**src/rtl/uart_tx_rx_if.sv**
```systemverilog
// Parallel-side bus of the looped-back UART: transmit request, received word, status pulses.
// The testbench drives the master side and the uart_tx_rx core sits on the slave side.
interface uart_tx_rx_if #(
  parameter int size = 32
);
  logic            NewData;
  logic [size-1:0] DataIn;
  logic            force_parity_error;
  logic            TransmittedSerialData;
  logic            DoneTx;
  logic [size-1:0] DataOut;
  logic            DoneRx;
  logic            Flag_Rx;

  modport master (
    output NewData, DataIn, force_parity_error,
    input  TransmittedSerialData, DoneTx, DataOut, DoneRx, Flag_Rx
  );

  modport slave (
    input  NewData, DataIn, force_parity_error,
    output TransmittedSerialData, DoneTx, DataOut, DoneRx, Flag_Rx
  );
endinterface

```
**src/rtl/uart_tx_rx.sv**
```systemverilog
// Looped-back UART with one bit per baud clock: frame = start, size data bits LSB first, even parity, stop.
// Rx reports a word 35 clocks after Tx starts; Tx retransmits on a receive error, with no backpressure.
module uart_tx_rx #(
  parameter int size = 32
) (
  input  logic        CLK_Baudin,
  input  logic        RstTx,
  input  logic        RstRx,
  uart_tx_rx_if.slave bus
);
  localparam int CW = (size > 1) ? $clog2(size) : 1;

  typedef enum logic [2:0] {TX_IDLE, TX_START, TX_DATA, TX_PARITY, TX_STOP, TX_CHECK} tx_state_e;
  typedef enum logic [1:0] {RX_IDLE, RX_DATA, RX_PARITY, RX_STOP} rx_state_e;

  tx_state_e       tx_state_q, tx_state_d;
  logic [CW-1:0]   tx_cnt_q, tx_cnt_d;
  logic [size-1:0] tx_data_q, tx_data_d;
  logic            tx_force_q, tx_force_d;
  logic            line_q, line_d;
  logic            done_tx_q, done_tx_d;

  rx_state_e       rx_state_q, rx_state_d;
  logic [CW-1:0]   rx_cnt_q, rx_cnt_d;
  logic [size-1:0] rx_shift_q, rx_shift_d;
  logic            rx_par_q, rx_par_d;
  logic [size-1:0] data_out_q, data_out_d;
  logic            done_rx_q, done_rx_d;
  logic            flag_q, flag_d;

  // Tx state names what the line shows for the current clock.
  always_ff @(posedge CLK_Baudin) begin
    if (RstTx) begin
      tx_state_q <= TX_IDLE;
      tx_cnt_q   <= '0;
      tx_data_q  <= '0;
      tx_force_q <= 1'b0;
      line_q     <= 1'b1;
      done_tx_q  <= 1'b0;
    end else begin
      tx_state_q <= tx_state_d;
      tx_cnt_q   <= tx_cnt_d;
      tx_data_q  <= tx_data_d;
      tx_force_q <= tx_force_d;
      line_q     <= line_d;
      done_tx_q  <= done_tx_d;
    end
  end

  always_comb begin
    tx_state_d = tx_state_q;
    tx_cnt_d   = tx_cnt_q;
    tx_data_d  = tx_data_q;
    tx_force_d = tx_force_q;
    line_d     = line_q;
    done_tx_d  = 1'b0;
    case (tx_state_q)
      TX_IDLE: begin
        line_d = 1'b1;
        if (bus.NewData) begin
          tx_data_d  = bus.DataIn;
          tx_force_d = bus.force_parity_error;
          line_d     = 1'b0;
          tx_state_d = TX_START;
        end
      end
      TX_START: begin
        line_d     = tx_data_q[0];
        tx_cnt_d   = '0;
        tx_state_d = TX_DATA;
      end
      TX_DATA: begin
        if (tx_cnt_q == CW'(size - 1)) begin
          line_d     = (^tx_data_q) ^ tx_force_q;
          tx_state_d = TX_PARITY;
        end else begin
          tx_cnt_d = tx_cnt_q + CW'(1);
          line_d   = tx_data_q[tx_cnt_d];
        end
      end
      TX_PARITY: begin
        line_d     = 1'b1;
        tx_state_d = TX_STOP;
      end
      TX_STOP: begin
        line_d     = 1'b1;
        tx_state_d = TX_CHECK;
      end
      TX_CHECK: begin
        // A flagged frame is resent immediately; only the first attempt carries the forced error.
        if (flag_q) begin
          line_d     = 1'b0;
          tx_force_d = 1'b0;
          tx_state_d = TX_START;
        end else begin
          line_d     = 1'b1;
          done_tx_d  = 1'b1;
          tx_state_d = TX_IDLE;
        end
      end
      default: begin
        line_d     = 1'b1;
        tx_state_d = TX_IDLE;
      end
    endcase
  end

  always_ff @(posedge CLK_Baudin) begin
    if (RstRx) begin
      rx_state_q <= RX_IDLE;
      rx_cnt_q   <= '0;
      rx_shift_q <= '0;
      rx_par_q   <= 1'b0;
      data_out_q <= '0;
      done_rx_q  <= 1'b0;
      flag_q     <= 1'b0;
    end else begin
      rx_state_q <= rx_state_d;
      rx_cnt_q   <= rx_cnt_d;
      rx_shift_q <= rx_shift_d;
      rx_par_q   <= rx_par_d;
      data_out_q <= data_out_d;
      done_rx_q  <= done_rx_d;
      flag_q     <= flag_d;
    end
  end

  // Rx samples the registered Tx line, one clock behind what Tx drives.
  always_comb begin
    rx_state_d = rx_state_q;
    rx_cnt_d   = rx_cnt_q;
    rx_shift_d = rx_shift_q;
    rx_par_d   = rx_par_q;
    data_out_d = data_out_q;
    done_rx_d  = 1'b0;
    flag_d     = flag_q;
    case (rx_state_q)
      RX_IDLE: begin
        if (!line_q) begin
          rx_cnt_d   = '0;
          flag_d     = 1'b0;
          rx_state_d = RX_DATA;
        end
      end
      RX_DATA: begin
        rx_shift_d = {line_q, rx_shift_q[size-1:1]};
        if (rx_cnt_q == CW'(size - 1)) begin
          rx_state_d = RX_PARITY;
        end else begin
          rx_cnt_d = rx_cnt_q + CW'(1);
        end
      end
      RX_PARITY: begin
        rx_par_d   = line_q;
        rx_state_d = RX_STOP;
      end
      RX_STOP: begin
        if ((rx_par_q == ^rx_shift_q) && line_q) begin
          data_out_d = rx_shift_q;
          done_rx_d  = 1'b1;
          flag_d     = 1'b0;
        end else begin
          flag_d = 1'b1;
        end
        rx_state_d = RX_IDLE;
      end
      default: rx_state_d = RX_IDLE;
    endcase
  end

  assign bus.TransmittedSerialData = line_q;
  assign bus.DoneTx                = done_tx_q;
  assign bus.DataOut               = data_out_q;
  assign bus.DoneRx                = done_rx_q;
  assign bus.Flag_Rx               = flag_q;
endmodule

```
**src/flat_wrapper.sv**
```systemverilog
// flat-port wrapper written by rule: the top's interface ports become plain ports
module uart_tx_rx_flat 
#(
  parameter int size = 32
)
  (CLK_Baudin, RstTx, RstRx, bus_NewData, bus_DataIn, bus_force_parity_error, bus_TransmittedSerialData, bus_DoneTx, bus_DataOut, bus_DoneRx, bus_Flag_Rx);
  uart_tx_rx_if #(.size(size)) bus_i ();
  input  logic CLK_Baudin;
  input  logic RstTx;
  input  logic RstRx;
  input wire logic [$bits(bus_i.NewData)-1:0] bus_NewData;
  input wire logic [$bits(bus_i.DataIn)-1:0] bus_DataIn;
  input wire logic [$bits(bus_i.force_parity_error)-1:0] bus_force_parity_error;
  output wire logic [$bits(bus_i.TransmittedSerialData)-1:0] bus_TransmittedSerialData;
  output wire logic [$bits(bus_i.DoneTx)-1:0] bus_DoneTx;
  output wire logic [$bits(bus_i.DataOut)-1:0] bus_DataOut;
  output wire logic [$bits(bus_i.DoneRx)-1:0] bus_DoneRx;
  output wire logic [$bits(bus_i.Flag_Rx)-1:0] bus_Flag_Rx;
  assign bus_i.NewData = bus_NewData;
  assign bus_i.DataIn = bus_DataIn;
  assign bus_i.force_parity_error = bus_force_parity_error;
  assign bus_TransmittedSerialData = bus_i.TransmittedSerialData;
  assign bus_DoneTx = bus_i.DoneTx;
  assign bus_DataOut = bus_i.DataOut;
  assign bus_DoneRx = bus_i.DoneRx;
  assign bus_Flag_Rx = bus_i.Flag_Rx;
  uart_tx_rx #(.size(size)) u_core (.CLK_Baudin(CLK_Baudin), .RstTx(RstTx), .RstRx(RstRx), .bus(bus_i));
endmodule
```
**config.mk**
```make
export PLATFORM = sky130hd
export DESIGN_NAME = uart_tx_rx_flat
export DESIGN_NICKNAME = d
export VERILOG_FILES = /design/src/rtl/uart_tx_rx_if.sv /design/src/rtl/uart_tx_rx.sv /design/src/flat_wrapper.sv
export SDC_FILE = /design/constraint.sdc
export NUM_CORES = 1
export LEC_CHECK = 0
export ABC_AREA = 1
export BUFFER_PORTS_ARGS = -buffer_cell sky130_fd_sc_hd__buf_2
export CAP_MARGIN = 20
export CORE_ASPECT_RATIO = 1.25
export CORE_UTILIZATION = 40
export CTS_CLUSTER_DIAMETER = 40
export CTS_CLUSTER_SIZE = 40
export DETAILED_ROUTE_END_ITERATION = 10
export PLACE_DENSITY = 0.65
export SYNTH_ARGS = -nofsm -noshare
export SYNTH_HDL_FRONTEND = slang
export SYNTH_SLANG_ARGS = --single-unit
```
**constraint.sdc**
```tcl
create_clock -name CLK_Baudin -period 1.7 [get_ports CLK_Baudin]
set_input_delay 0.17 -clock CLK_Baudin [delete_from_list [all_inputs] [get_ports CLK_Baudin]]
set_output_delay 0.17 -clock CLK_Baudin [all_outputs]
set_load 0.01 [all_outputs]
```
==> metrics.md, run 1 <==
| Metric | Value |
|---|---|
| Port Buffers | `72` |
| Die footprint | `15800 um^2` |
| Gr ovfl total | `0` |
| Mapped Cells | `938` |
| Final Slew Violations | `0` |
| Initial antenna violation count | `0` |
| RSZ-0062 raised after global routing | `true` |
| Longest Clk Path Bufs | `2` |
| Largest net degree at the start of global routing | `69` |
| Vias/cell | `4.74` |
| Top cells by area, synth | `dfxtp_1, nand2_1, a21oi_1` |
| DRC viols | `0` |
| Main flop type after synthesis | `dfxtp_1` |
| Core Region | `15000 um^2` |
| H-tree depth | `4` |
| FILL cells | `1427` |
| Die H | `140 um` |
| Static Leak | `0.00375 uW` |
| Die width | `113 um` |
| CTS Buf Count | `17` |
| Required @ worst endpoint | `2.05 ns` |
| Seq/Total Area, Yosys | `approximately two fifths` |
| Final worst slack | `-0.232 ns` |
| Crit path DAT | `2.29 ns` |
| Diode count | `0` |
| Total Routing Usage GR | `between 10% and 20%` |
| Hold Path Class | `input pin to register` |
| CP Max Fanout | `7` |
| I/O Pins | `73` |
| Post-synth EDFFs | `0` |
| DR iter-0 viols | `~270` |
| Synthesis warning total | `0` |
| Worst rel slew slack | `71.4%` |
| FP Rows | `50` |
| Status | `finished, violations left` |
| Synth cell types | `34` |
| Crit path time final | `1.93 ns` |
| Number of global-route vias before repair | `roughly 5500` |
| Clk slew on worst S/H paths | `around 0.06 ns` |
| Skew final | `0.00906 ns` |
| Final hold viol count | `0` |
| Detailed Routing Iterations Pass 1 | `5` |
| Post-route ant nets | `0` |
| Post-DP HPWL | `9760 um` |
| Vias | `5953` |
| GPL Wtd Cong | `about 0.80` |
| Worst VDD drop | `1.51 mV` |
| WL final | `14400 um` |
| Layout area overhead | `31.5%` |
| Post-synth top cells | `nand2_1, dfxtp_1, inv_1` |
| Final setup fails | `34` |
| Worst-Skew Late Latency | `~0.41 ns` |
| CTS tree | `yes` |
| Setup crit start kind | `register` |
| Seq cells post-synth | `between 100 and 150` |
| WS Path Type | `register to register` |
| Failing checks | `setup timing` |
| Dpl cells | `1217` |
| WL per Instance | `11.5 um` |
| Max-cap violations | `0` |
| Syn avg cell area | `approximately 6.5 um^2` |
| First-pass GRT wire length | `24200 um` |
| Crit. End Element | `register` |
| Period utilisation layout | `114%` |
| Top-count cell post-synth | `nand2_1` |
| Pwr/cell area | `2170 nW/um^2` |
| Initial core utilization | `41.0%` |
| Nets | `1106` |
| Sum Neg Setup Slack | `-6.70 ns` |
| Synth Net Count | `983` |
| Cell Count, Final, Fillers Out | `1256` |
| Root Driver | `clkbuf_16` |
| Top-area cell type share of the netlist area | `about two fifths` |
| Layout cells sized above 1 | `28.9%` |
| Max frequency | `around 520 MHz` |
| Mapped cell area | `6130 um^2` |
| Synth area leader | `dfxtp_1` |
| Ys async rst share | `0%` |
| Worst Tran Pin Value | `0.426 ns` |
| Clock Sinks | `between 100 and 150` |
## what timing repair did
action                                  4_1_cts  5_1_grt
gates resized for setup                      30       72
hold buffers                                  1        0
endpoints found under the setup margin       35       44
cloned                                        2        2
pin swaps                                     4       21
endpoints found under the hold margin         1        0
setup buffers                                 1        1
## state kept, by name, indices dropped and copies added, names as in the netlist
register / count
u_core.tx_cnt_q: 5
u_core.rx_par_q: 1
u_core.bus.DoneRx: 1
u_core.rx_state_q: 2
u_core.bus.DoneTx: 1
u_core.tx_data_q: 32
u_core.tx_force_q: 1
u_core.bus.Flag_Rx: 1
u_core.tx_state_q: 3
u_core.rx_shift_q: 32
u_core.rx_cnt_q: 5
u_core.bus.TransmittedSerialData: 1
u_core.bus.DataOut: 32
## path summary, 6_finish.rpt
path | start | slack, ns | endpoint | cells after the start
max | u_core.rx_shift_q[15] | -0.23 | u_core.bus.DataOut[25] | 18
min | bus_DataIn[12] | 0.02 | u_core.tx_data_q[12] | 3
max reg2reg | u_core.rx_shift_q[15] | -0.23 | u_core.bus.DataOut[25] | 18
min reg2reg | u_core.tx_cnt_q[3] | 0.46 | u_core.tx_cnt_q[3] | 2
## logic make-up after synthesis
group / count (synthesis) / synth area share [%]
adder cells (fa/ha/maj): 8 / 1.63
AND/OR/NAND/NOR: 430 / 29.7
flip-flops: 117 / 38.2
AO/OA/AOI/OAI: 169 / 14.5
XOR/XNOR: 29 / 4.14
buffers and inverters: 185 / 11.8
## layer usage
| layer | up-vias | share of wire (%) | GRT usage [%] |
|---|---|---|---|
| met4 | 0 | 1.4 | 8.28 |
| li1 | 3228 | - | - |
| met1 | 2610 | 42 | 19.7 |
| met2 | 101 | 53 | 35.9 |
| met3 | 14 | 3.5 | 4.24 |
| met5 | - | 0 | 0 |
## placed cells by master (no fill, tap or decap), types with 3 or more instances in the layout
| master | n |
|---|---|
| nand2_1 | 250 |
| inv_1 | 104 |
| a21oi_1 | 95 |
| dfxtp_1 | 84 |
| buf_2 | 72 |
| buf_4 | 62 |
| o21ai_0 | 53 |
| nor2_1 | 44 |
| nand2_2 | 36 |
| inv_2 | 35 |
| nand4_1 | 33 |
| nand3_1 | 31 |
| dfxtp_2 | 30 |
| xnor2_1 | 21 |
| clkbuf_16 | 19 |
| nor2_2 | 12 |
| xor2_1 | 8 |
| buf_12 | 7 |
| nor3_1 | 6 |
| nand3b_1 | 5 |
| o211ai_1 | 5 |
| ha_1 | 5 |
| clkinvlp_4 | 5 |
| o21ai_1 | 4 |
| a22oi_1 | 4 |
| clkinv_4 | 4 |
| nor3_2 | 3 |
| a211oi_1 | 3 |
| nand2_4 | 3 |
| dfxtp_4 | 3 |
## worst max-delay path, cell delays in order, from the launching register on
cell and delay (ns):
dfxtp_2 0.33, inv_2 0.08, nand2_1 0.06, nand2_1 0.09
nand2_1 0.06, nand2_1 0.08, nand2_1 0.07, nand2_2 0.10
inv_1 0.04, nand2_1 0.05, nand2_1 0.07, nand2_2 0.12
nand2_4 0.06, nand2_4 0.07, nand3_4 0.17, clkbuf_16 0.23
nand2_2 0.06, inv_2 0.03, nor2_2 0.08
## final cells by class
type / count / area [um^2] / area share (%)
Clock buffer: 18 / 439 / 5.45
Timing Repair Buffer: 148 / 1110 / 13.7
Sequential cell: 117 / 2390 / 29.7
Multi-Input combinational cell: 636 / 3240 / 40.2
Clock inverter: 14 / 130 / 1.61
Inverter: 141 / 529 / 6.56
Tap cell: 182 / 228 / 2.82
## through the flow
step	hold WS, ns	worst slack, ns	power (uW)	area (um^2)	utilization, %
finish	0.0190	-0.232	17500	8060	53.9
CTS	0.00111	-0.182	16400	7830	52.4
global placement	0.434	-0.167	11600	7130	47.7
floorplan	0.239	0.0215	8950	6140	-
global route	0.0178	-0.394	18900	8060	53.9
detailed placement	0.442	-0.195	11700	7130	47.7
## power breakdown
| group | total [uW] | leakage, uW | internal (uW) | switching [uW] |
|---|---|---|---|---|
| sequential | 4040 | 0.000970 | 3470 | 566 |
| clock | 3410 | 0.000265 | 2050 | 1350 |
| combinational | 10000 | 0.00252 | 4550 | 5470 |
Note: power is estimated with default switching activity, not from simulation.
==> run 2: changes to the inputs <==
--- a/config.mk
+++ b/config.mk
@@ -9,11 +9,11 @@
 export BUFFER_PORTS_ARGS = -buffer_cell sky130_fd_sc_hd__buf_2
 export CAP_MARGIN = 20
 export CORE_ASPECT_RATIO = 1.25
+export CORE_MARGIN = 1
 export CORE_UTILIZATION = 40
 export CTS_CLUSTER_DIAMETER = 40
 export CTS_CLUSTER_SIZE = 40
 export DETAILED_ROUTE_END_ITERATION = 10
-export PLACE_DENSITY = 0.65
 export SYNTH_ARGS = -nofsm -noshare
 export SYNTH_HDL_FRONTEND = slang
 export SYNTH_SLANG_ARGS = --single-unit
==> run 2 against run 1 <==
Cell area up 1.4%. Worst setup slack worse by 0.073 ns. The flow still finishes with violations (setup timing). Non-clock buffer count rose by 8. Via count grew 2.3%. Critical endpoint is now u_core.bus.DataOut[24].
==> metrics.md, run 2 (synthesized netlist as in run 1, its figures left out) <==
| Metric | Value |
|---|---|
| Status | `finished, violations left` |
| Failing checks | `setup timing` |
| CP Max Fanout | `7 (unchanged)` |
| Gr ovfl total | `0 (unchanged)` |
| Worst-Skew Late Latency | `0.42 ns (about the same)` |
| Clock Sinks | `117 (unchanged)` |
| Most frequent cells in the layout | `nand2_1, inv_1, a21oi_1` |
| RSZ-0062 raised after global routing | `true` |
| Initial core utilization | `41.0% (unchanged)` |
| Post-DP HPWL | `9790 um (+0.26%)` |
| Detailed Routing Iterations Pass 1 | `6 (+1)` |
| Longest Clk Path Bufs | `2 (unchanged)` |
| Diode count | `0 (unchanged)` |
| Final hold viol count | `0 (unchanged)` |
| Skew final | `0.00949 ns (+0.000430 ns)` |
| CTS tree | `yes` |
| Core Region | `15000 um^2 (unchanged)` |
| Nets | `1114 (+0.72%)` |
| WL per Instance | `12.0 um (+4.1%)` |
| Storage cell area | `2390 um^2 (about the same)` |
| DR iter-0 viols | `276 (+1.5%)` |
| Post-route ant nets | `0 (unchanged)` |
| FP Rows | `50 (unchanged)` |
| Clk slew on worst S/H paths | `0.06 ns (about the same)` |
| Die H | `140 um (unchanged)` |
| Required @ worst endpoint | `2.05 ns (about the same)` |
| Pwr/cell area | `2140 nW/um^2 (-1.1%)` |
| Max frequency | `499 MHz (-3.7%)` |
| WL final | `15100 um (+4.7%)` |
| Post-Place Cell Area | `7080 um^2 (-0.77%)` |
| Most common cell after layout, fill and taps aside | `nand2_1` |
| Crit. End Element | `register` |
| Setup crit start kind | `register` |
| Final Slew Violations | `0 (unchanged)` |
| Worst VDD drop | `1.31 mV (-13%)` |
| Layout area overhead | `33.3%` |
| I/O Pins | `73 (unchanged)` |
| DRC viols | `0 (unchanged)` |
| CTS Buf Count | `17 (unchanged)` |
| Area of the multi-input gates | `3260 um^2 (+0.66%)` |
| Static Leak | `0.00380 uW (+1.2%)` |
| Max-cap violations | `0 (unchanged)` |
| Hold Path Class | `input pin to register` |
| Reg2reg setup slack | `-0.31 ns (-0.07 ns)` |
| H-tree depth | `4 (unchanged)` |
| GPL Wtd Cong | `0.780 (-2.6%)` |
| Layout cells sized above 1 | `31.1% (+2.2 points)` |
| Worst rel slew slack | `70.3% (-1.1 points)` |
| Root Driver | `clkbuf_16` |
| Initial antenna violation count | `0 (unchanged)` |
| Cell Count, Final, Fillers Out | `1264 (+0.64%)` |
| Port Buffers | `72 (unchanged)` |
| Largest net degree at the start of global routing | `63 (-8.7%)` |
| Finished Cell Area | `8180 um^2 (+1.4%)` |
| Vias | `6090 (+2.3%)` |
| Die width | `113 um (unchanged)` |
| Vias/cell | `4.82 (+1.7%)` |
| Crit path time final | `2.01 ns (+0.0732 ns)` |
| FILL cells | `1455 (+2.0%)` |
| Final setup fails | `34 (unchanged)` |
| Number of global-route vias before repair | `5468 (-0.94%)` |
| Period utilisation layout | `118% (+4.3 points)` |
| WS Path Type | `register to register` |
| Die footprint | `15800 um^2 (unchanged)` |
| First-pass GRT wire length | `24300 um (+0.60%)` |
| Dpl cells | `1213 (-0.33%)` |
| Total Routing Usage GR | `19.2% (+0.22 points)` |
| Final worst slack | `-0.306 ns (-0.0732 ns)` |
| Worst Tran Pin Value | `0.446 ns (+0.0201 ns)` |
| Crit path DAT | `2.36 ns (+0.07 ns)` |
| Min Hold Slack | `0.0181 ns (-0.000846 ns)` |
run 2: final timing paths:
kind                            endpoint  depth (start not counted)                 start
hold / removal      u_core.tx_data_q[11]                          3        bus_DataIn[11]
hold reg to reg        u_core.tx_force_q                          2     u_core.tx_force_q
setup reg to reg  u_core.bus.DataOut[24]                         19  u_core.rx_shift_q[1]
setup / recovery  u_core.bus.DataOut[24]                         19  u_core.rx_shift_q[1]
run 2: per-layer routing:
metal	routed length (um)	global-route usage [%]	part of all wire (%)
met5	0	0	0
met1	6390	20.6	42
met4	224	7.44	1.5
met3	475	4.41	3.1
met2	8030	35.8	53
run 2: metrics by stage:
| step | setup slack [ns] | total power (uW) | setup TNS [ns] | util (%) |
|---|---|---|---|---|
| final | -0.306 | 17500 | -8.00 | 54.7 |
| after global routing | -0.404 | 18900 | -12.32 | 54.7 |
| after CTS | -0.182 | 15400 | -5.59 | 52.6 |
| after detailed placement | -0.169 | 11300 | -5.29 | 47.3 |
| after global placement | -0.136 | 11200 | -4.14 | 47.3 |
| after floorplan | 0.0215 | 8950 | 0 | - |
run 2: repair_timing:
action	4_1_cts	5_1_grt
resized for setup	36	93
hold buffers	4	0
hold endpoints to repair	4	0
pin swaps	1	42
setup buffers	6	4
cloned	2	5
setup endpoints to repair	35	70
run 2: worst max-delay path: stages, from the launching register on:
cell,delay (ns)
dfxtp_2,0.34
nand2_1,0.08
inv_1,0.04
nor2_1,0.11
nand2_1,0.11
nand2_2,0.11
nand2_4,0.07
inv_2,0.06
nor2_2,0.03
nand2_2,0.06
nand2_2,0.07
nand2_4,0.08
nand2_2,0.06
nand2_2,0.10
nand3_4,0.14
buf_12,0.17
clkbuf_16,0.16
nand2_2,0.06
inv_2,0.03
nor2_1,0.07
run 2: final cells by class:
class	instances	area share (%)
clock buffer	17	5.20
clock inverter	15	1.94
inverter	141	6.50
multi-input combinational	636	39.9
sequential	117	29.3
tap	182	2.78
timing repair buffer	156	14.4
run 2: report_power, final:
group	leakage (uW)	switching, uW	total (uW)	internal, uW
clock network	0.000267	1330	3490	2160
registers	0.000970	577	4050	3480
logic	0.00256	5570	9970	4400
